### config.mk
export PLATFORM = sky130hd
export DESIGN_NAME = pipe_ctrl
export DESIGN_NICKNAME = d
export VERILOG_FILES = /design/src/rtl/pipe_ctrl_pkg.sv /design/src/rtl/pipe_ctrl_fwd.sv /design/src/rtl/pipe_ctrl.sv
export SDC_FILE = /design/constraint.sdc
export NUM_CORES = 1
export LEC_CHECK = 0
export CAP_MARGIN = 20
export CORE_AREA = 5 5 133 135
export CTS_BUF_LIST = sky130_fd_sc_hd__clkbuf_4 sky130_fd_sc_hd__clkbuf_8 sky130_fd_sc_hd__clkbuf_16
export DETAILED_ROUTE_END_ITERATION = 7
export DIE_AREA = 0 0 138 140
export GPL_TIMING_DRIVEN = 0
export PLACE_DENSITY_LB_ADDON = 0.3
export SYNTH_ARGS = -nofsm -noshare
export SYNTH_HDL_FRONTEND = slang
export SYNTH_SLANG_ARGS = --single-unit
export TNS_END_PERCENT = 20
### constraint.sdc
create_clock -name clk -period 7.9 [get_ports clk]
set_clock_uncertainty 0.1 [all_clocks]
set_input_delay 0.79 -clock clk [delete_from_list [all_inputs] [get_ports clk]]
set_output_delay 0.79 -clock clk [all_outputs]
set_load 0.01 [all_outputs]
### src/rtl/pipe_ctrl_pkg.sv
// Shared definitions for the pipeline control slice: stage indices, redirect source
// encoding and the forward-select width helper.
package pipe_ctrl_pkg;

  localparam int S_F = 0;
  localparam int S_D = 1;
  localparam int S_E = 2;

  typedef enum logic {
    REDIR_BRANCH = 1'b0,
    REDIR_TRAP   = 1'b1
  } redir_src_e;

  function automatic int fwd_width(input int nstage);
    return (nstage > 1) ? $clog2(nstage) : 1;
  endfunction

endpackage

### src/rtl/pipe_ctrl_fwd.sv
// Forwarding select for one decode source: picks the youngest live producer in
// execute..commit whose destination matches, and reports whether it is a load.
module pipe_ctrl_fwd
  import pipe_ctrl_pkg::*;
#(
  parameter int NSTAGE = 5,
  parameter int RW     = 5,
  parameter int FW     = 3
) (
  input  logic [NSTAGE-1:0]         valid_i,
  input  logic [NSTAGE-1:0]         wen_i,
  input  logic [NSTAGE-1:0]         load_i,
  input  logic [NSTAGE-1:0][RW-1:0] dst_i,
  input  logic [RW-1:0]             rs_i,
  input  logic                      use_i,
  output logic [FW-1:0]             sel_o,
  output logic                      load_o
);

  // Walk oldest to youngest so the youngest matching producer is the last write.
  always_comb begin
    sel_o  = '0;
    load_o = 1'b0;
    for (int k = NSTAGE - 1; k >= 0; k--) begin
      if (k >= S_E && use_i && rs_i != '0 && valid_i[k] && wen_i[k] && dst_i[k] == rs_i) begin
        sel_o  = FW'(k);
        load_o = load_i[k];
      end
    end
  end

endmodule

### src/rtl/pipe_ctrl.sv
// Pipeline control: per-stage valid/tag tracking, stall and flush generation,
// operand forwarding selects, a held fetch redirect, fetch epoch and instret.
module pipe_ctrl
  import pipe_ctrl_pkg::*;
#(
  parameter int  NSTAGE = 5,
  parameter int  RW     = 5,
  parameter int  AW     = 64,
  parameter int  LDRDY  = NSTAGE - 1,
  parameter int  EW     = 2,
  localparam int FW     = fwd_width(NSTAGE)
) (
  input  logic              clk,
  input  logic              reset,
  input  logic [NSTAGE-1:0] busy,
  input  logic              f_valid,
  input  logic [RW-1:0]     d_rs1,
  input  logic [RW-1:0]     d_rs2,
  input  logic              d_use1,
  input  logic              d_use2,
  input  logic [RW-1:0]     d_rd,
  input  logic              d_wen,
  input  logic              d_load,
  input  logic              br_valid,
  input  logic [AW-1:0]     br_pc,
  input  logic              trap_valid,
  input  logic [AW-1:0]     trap_pc,
  input  logic              redir_ready,
  output logic [NSTAGE-1:0] valid,
  output logic [NSTAGE-1:0] stall,
  output logic [NSTAGE-1:0] flush,
  output logic [FW-1:0]     fwd1,
  output logic [FW-1:0]     fwd2,
  output logic              redir_valid,
  output logic [AW-1:0]     redir_pc,
  output logic [EW-1:0]     epoch,
  output logic [63:0]       instret
);

  typedef struct packed {
    logic          valid;
    logic [RW-1:0] dst;
    logic          wen;
    logic          load;
  } stage_tag_t;

  typedef struct packed {
    logic          valid;
    logic [AW-1:0] pc;
  } redir_t;

  stage_tag_t [NSTAGE-1:0]   tag_q, tag_d;
  redir_t                    redir_q;
  redir_src_e                redir_src_q;
  logic [EW-1:0]             epoch_q;
  logic [63:0]               instret_q;

  logic [NSTAGE-1:0]         valid_v, wen_v, load_v;
  logic [NSTAGE-1:0][RW-1:0] dst_v;
  logic [FW-1:0]             sel1, sel2;
  logic                      ld1, ld2, load_use, trap_pending, retire;
  logic [NSTAGE-1:0]         stall_c, flush_c;

  always_comb begin
    valid_v = '0;
    wen_v   = '0;
    load_v  = '0;
    dst_v   = '0;
    for (int i = 0; i < NSTAGE; i++) begin
      valid_v[i] = tag_q[i].valid;
      wen_v[i]   = tag_q[i].wen;
      load_v[i]  = tag_q[i].load;
      dst_v[i]   = tag_q[i].dst;
    end
  end

  pipe_ctrl_fwd #(.NSTAGE(NSTAGE), .RW(RW), .FW(FW)) u_fwd1 (
    .valid_i(valid_v), .wen_i(wen_v), .load_i(load_v), .dst_i(dst_v),
    .rs_i(d_rs1), .use_i(d_use1), .sel_o(sel1), .load_o(ld1)
  );

  pipe_ctrl_fwd #(.NSTAGE(NSTAGE), .RW(RW), .FW(FW)) u_fwd2 (
    .valid_i(valid_v), .wen_i(wen_v), .load_i(load_v), .dst_i(dst_v),
    .rs_i(d_rs2), .use_i(d_use2), .sel_o(sel2), .load_o(ld2)
  );

  assign load_use     = (ld1 && int'(sel1) < LDRDY) || (ld2 && int'(sel2) < LDRDY);
  assign trap_pending = redir_q.valid && (redir_src_q == REDIR_TRAP);
  assign retire       = valid_v[NSTAGE-1] && !busy[NSTAGE-1] && !trap_valid;

  // An empty stage never propagates back-pressure, so bubbles get squeezed out.
  always_comb begin
    flush_c = '0;
    if (trap_valid) flush_c[NSTAGE-2:0] = '1;
    else if (br_valid) flush_c[1:0] = '1;
    stall_c = '0;
    stall_c[NSTAGE-1] = busy[NSTAGE-1];
    for (int i = NSTAGE - 2; i >= 0; i--) begin
      stall_c[i] = busy[i] | (stall_c[i+1] & valid_v[i+1]);
    end
    if (load_use) begin
      stall_c[S_D] = 1'b1;
      stall_c[S_F] = 1'b1;
    end
    if (redir_q.valid) stall_c[S_F] = 1'b1;
  end

  always_comb begin
    tag_d = tag_q;
    tag_d[S_F].valid = ~flush_c[S_F];
    for (int i = 1; i < NSTAGE; i++) begin
      if (flush_c[i]) begin
        tag_d[i] = '0;
      end else if (!(stall_c[i] && valid_v[i])) begin
        if (i == S_D) begin
          tag_d[i]       = '0;
          tag_d[i].valid = f_valid & ~stall_c[S_F];
        end else if (i == S_E) begin
          tag_d[i].valid = valid_v[i-1] & ~stall_c[i-1] & ~flush_c[i-1];
          tag_d[i].dst   = d_rd;
          tag_d[i].wen   = d_wen;
          tag_d[i].load  = d_load;
        end else begin
          tag_d[i]       = tag_q[i-1];
          tag_d[i].valid = valid_v[i-1] & ~stall_c[i-1] & ~flush_c[i-1];
        end
      end
    end
  end

  // A trap always takes the redirect slot; a branch may not displace an unaccepted trap.
  always_ff @(posedge clk or posedge reset) begin
    if (reset) begin
      tag_q       <= '0;
      redir_q     <= '0;
      redir_src_q <= REDIR_BRANCH;
      epoch_q     <= '0;
      instret_q   <= '0;
    end else begin
      tag_q <= tag_d;
      if (trap_valid) begin
        redir_q     <= '{valid: 1'b1, pc: trap_pc};
        redir_src_q <= REDIR_TRAP;
      end else if (br_valid && !(trap_pending && !redir_ready)) begin
        redir_q     <= '{valid: 1'b1, pc: br_pc};
        redir_src_q <= REDIR_BRANCH;
      end else if (redir_q.valid && redir_ready) begin
        redir_q.valid <= 1'b0;
      end
      if (trap_valid || br_valid) epoch_q <= epoch_q + 1'b1;
      if (retire) instret_q <= instret_q + 64'd1;
    end
  end

  assign valid       = valid_v;
  assign stall       = reset ? '0 : (stall_c & ~flush_c);
  assign flush       = reset ? '0 : flush_c;
  assign fwd1        = reset ? '0 : sel1;
  assign fwd2        = reset ? '0 : sel2;
  assign redir_valid = redir_q.valid;
  assign redir_pc    = redir_q.pc;
  assign epoch       = epoch_q;
  assign instret     = instret_q;

endmodule

==> flow_metrics.py <==
metrics = {
    "run_status": {
        "status": "completed",
    },
    "timing": {
        "setup_slack_ps": 3490,
        "tns_ps": 0,
        "whs_ps": 377,
        "period_needed_ps": 4410,
        "setup_viol": 0,
        "fmax_mhz": 227,
        "post-route-period-util_pct": 55.8,
        "tightest_slew_ps": 863,
        "finalHoldViolations": 0,
        "slew_violations": 0,
        "rsz0062_at_grt": "false",
        "relSlewSlack_pct": 42.5,
    },
    "grt": {
        "grt_max_degree": 97,
        "antenna_found_initial": 3,
        "grt_overflow_total": 0,
        "grt_pass1_wl_um": 36500,
        "grt_pass1_vias": 6805,
        "track_usage_pct": 23.7,
    },
    "place": {
        "place_ws_ps": 3500,
        "hpwl_um": 18200,
        "placed_cell_area_mm2": 0.0109,
        "gp_routability_congestion": 0.872,
        "io_buffers": 306,
        "place_inst": 1243,
    },
    "worst_setup_path": {
        "crit_fanout": 4,
        "r2r_slack_ps": 5430,
        "crit_path_start_kind": "input pin",
        "cp.required_ps": 7010,
        "critPathMaxStageDelay_ps": 580,
        "crit_slowest_cell": "clkdlybuf4s50_1",
        "worstPathCellList": "clkdlybuf4s50_1 > or4_1 > o21ai_0 > or4_1 > a22oi_1 > o2111a_1 > nor4_1 > clkdlybuf4s50_1",
        "critPathKind": "input pin to primary output",
        "cp_data_arrival_time_ps": 3520,
        "end_kind": "primary output",
    },
    "cells_and_area": {
        "syn_to_final_growth_pct": 53.9,
        "final_nets": 1201,
        "drive_above_1_share_pct": 5.50,
        "design_area_mm2": 0.0115,
        "nFillCells": 1298,
        "final_cells": 1278,
        "post-route-util_pct": 70.5,
    },
    "worst_hold_path": {
        "min_path_type": "flop to flop",
    },
    "clock_tree": {
        "cts.reportedPaths.clkPinSlew_ps": 60,
        "cts_root_buf": "clkbuf_16",
        "cts_hold_buf": 0,
        "ctsResizeCount": 0,
        "cts_post_setup_buffers_inserted": 0,
        "clkSinkCount": 157,
        "cts_tree": "done",
        "cts_made_buffers": 17,
        "insertion_delay_ps": 420,
        "clockBufferDepth": 2,
        "htreeDepth": 4,
    },
    "routing": {
        "post_drt_via_cell_ratio": 5.17,
        "antenna_left": 0,
        "vias": 6602,
        "wirelength_um": 23300,
        "dr.pass1.iters": 7,
        "wl_per_cell_um": 18.2,
        "drcViolationCount": 0,
        "drt_iter0_markers": 309,
    },
    "logic_synthesis": {
        "syn_area_mm2": 0.00749,
        "synth-main-ff-cell": "dfrtp_1",
        "syn_inst": 716,
        "synth_edf_count": 0,
        "synth_fp_nets": 875,
        "async_flop_share_pct": 100,
        "syn_avg_cell_area_um2": 10.5,
        "synth.area.top_cells": "dfrtp_1 52%, mux2i_1 9.5%, xnor2_1 8.3%",
        "ys_seq_area_share_pct": 52.5,
        "synth.distinct_cells": 42,
        "synth_top_area_cell": "dfrtp_1",
        "ys_ff_latch": 157,
        "yosysWarnings": 0,
        "synth_top_area_share_pct": 52.5,
    },
    "power": {
        "internal_power_mw": 1.63,
        "p_sw_mw": 0.518,
        "p_total_mw": 2.14,
        "pwr_density_cell_mw_per_mm2": 186,
        "pwr-share-seq_pct": 41.4,
        "p_clk_share_pct": 42.5,
        "switching_share_pct": 24.2,
        "p_leak_nw": 4.96,
        "ir_drop_mv": 0.164,
        "pwr-share-comb_pct": 16.2,
    },
    "floorplan": {
        "start_util_pct": 45.8,
        "die_height_um": 140,
        "io_pins": 310,
        "num_rows": 47,
        "die_x_um": 138,
        "core-area_mm2": 0.0163,
        "die-area_mm2": 0.0193,
    },
    "run": {
        "maxCapViolations": 0,
    },
}
[critical path, delay by kind of cell]
kind / cells / cell delay (ps)
buffers and inverters: 2 / 1100
AO/OA/AOI/OAI: 3 / 720
AND/OR/NAND/NOR: 3 / 920
[logic make-up after synthesis]
family	synth area share (%)
DFF	52.5
AOI/OAI and AO/OA	6.35
xor gates and xnor gates	11.1
muxes	10.5
and+or+nand+nor	16.4
adders and majority gates	0.167
other	0.0501
buffers and inverters	2.87
[power groups by stage]
stage	Clock, mW	Combinational [mW]	Sequential [mW]
6_report	0.911	0.347	0.887
5_1_grt	0.968	0.374	0.893
4_1_cts	0.928	0.351	0.887
3_5_place_dp	0	0.348	0.900
3_3_place_gp	0	0.342	0.898
2_1_floorplan	0	0.104	0.918
[cell usage after synthesis (3+ instances only)]
master / number
nand3_1: 35
dfrtp_1: 157
nand2_1: 110
or4_1: 4
and3_1: 11
inv_1: 8
clkbuf_1: 27
xnor2_1: 71
mux2_2: 7
nor2b_1: 3
a21oi_1: 10
o21ai_0: 71
xor2_1: 24
mux2i_1: 71
nand2b_1: 3
nor4_1: 8
nand4_1: 16
and4_1: 7
buf_4: 9
nor3_1: 12
nor2_1: 29
[state kept, by name, indices dropped and copies added (netlist names)]
signal,flops
dst_v,15
load_v,2
redir_src_q,1
redir_pc,64
tag_q,3
valid,5
epoch,2
instret,64
redir_valid,1
[area by class of cell]
type | instances | area, um^2 | share of cell area, %
Clock inverter | 13 | 211 | 1.83
Multi-Input combinational cell | 513 | 3340 | 29.0
Tap cell | 220 | 275 | 2.39
Timing Repair Buffer | 307 | 3090 | 26.8
Sequential cell | 157 | 3930 | 34.1
Clock buffer | 19 | 447 | 3.88
Inverter | 8 | 37.5 | 0.326
Antenna cell | 3 | 7.51 | 0.0651
Buffer | 38 | 185 | 1.61
[cells in the final DEF (no fill, tap or decap), drive strengths merged, types with 3 or more instances in the layout]
cell type      instances
xor2                  24
nand4                 17
nor2                  29
xnor2                 71
and4                   7
or4                    4
and3                  11
nor3                  12
dfrtp                157
nor4                  10
clkdlybuf4s50        306
clkinv                 3
mux2i                 71
clkinvlp               3
buf                   12
mux2                   7
nor2b                  3
nand2                110
o21ai                 72
a21oi                 10
bufinv                 5
nand2b                 3
diode                  3
inv                   10
nand3                 35
clkbuf                46
[per-layer routing]
layer	GRT usage (%)	part of all wire [%]	up-vias
met5	0	0	-
met4	7.18	2.0	0
met3	10.5	9.7	31
met2	42.1	52	235
met1	25.4	36	3219
li1	-	-	3117
[worst paths after layout]
path / from / endpoint / cells after the start
min in group asynchronous: reset / dst_v[13]$_DFFE_PP0P_ / 2
min: instret[63]$_DFFE_PP0P_ / instret[63]$_DFFE_PP0P_ / 1
min reg2reg: instret[63]$_DFFE_PP0P_ / instret[63]$_DFFE_PP0P_ / 1
max: d_rs1[3] / stall[1] / 8
max reg2reg: instret[25]$_DFFE_PP0P_ / instret[57]$_DFFE_PP0P_ / 6
max in group asynchronous: reset / redir_pc[21]$_DFFE_PP0P_ / 3
Note: power is estimated with default switching activity, not from simulation.
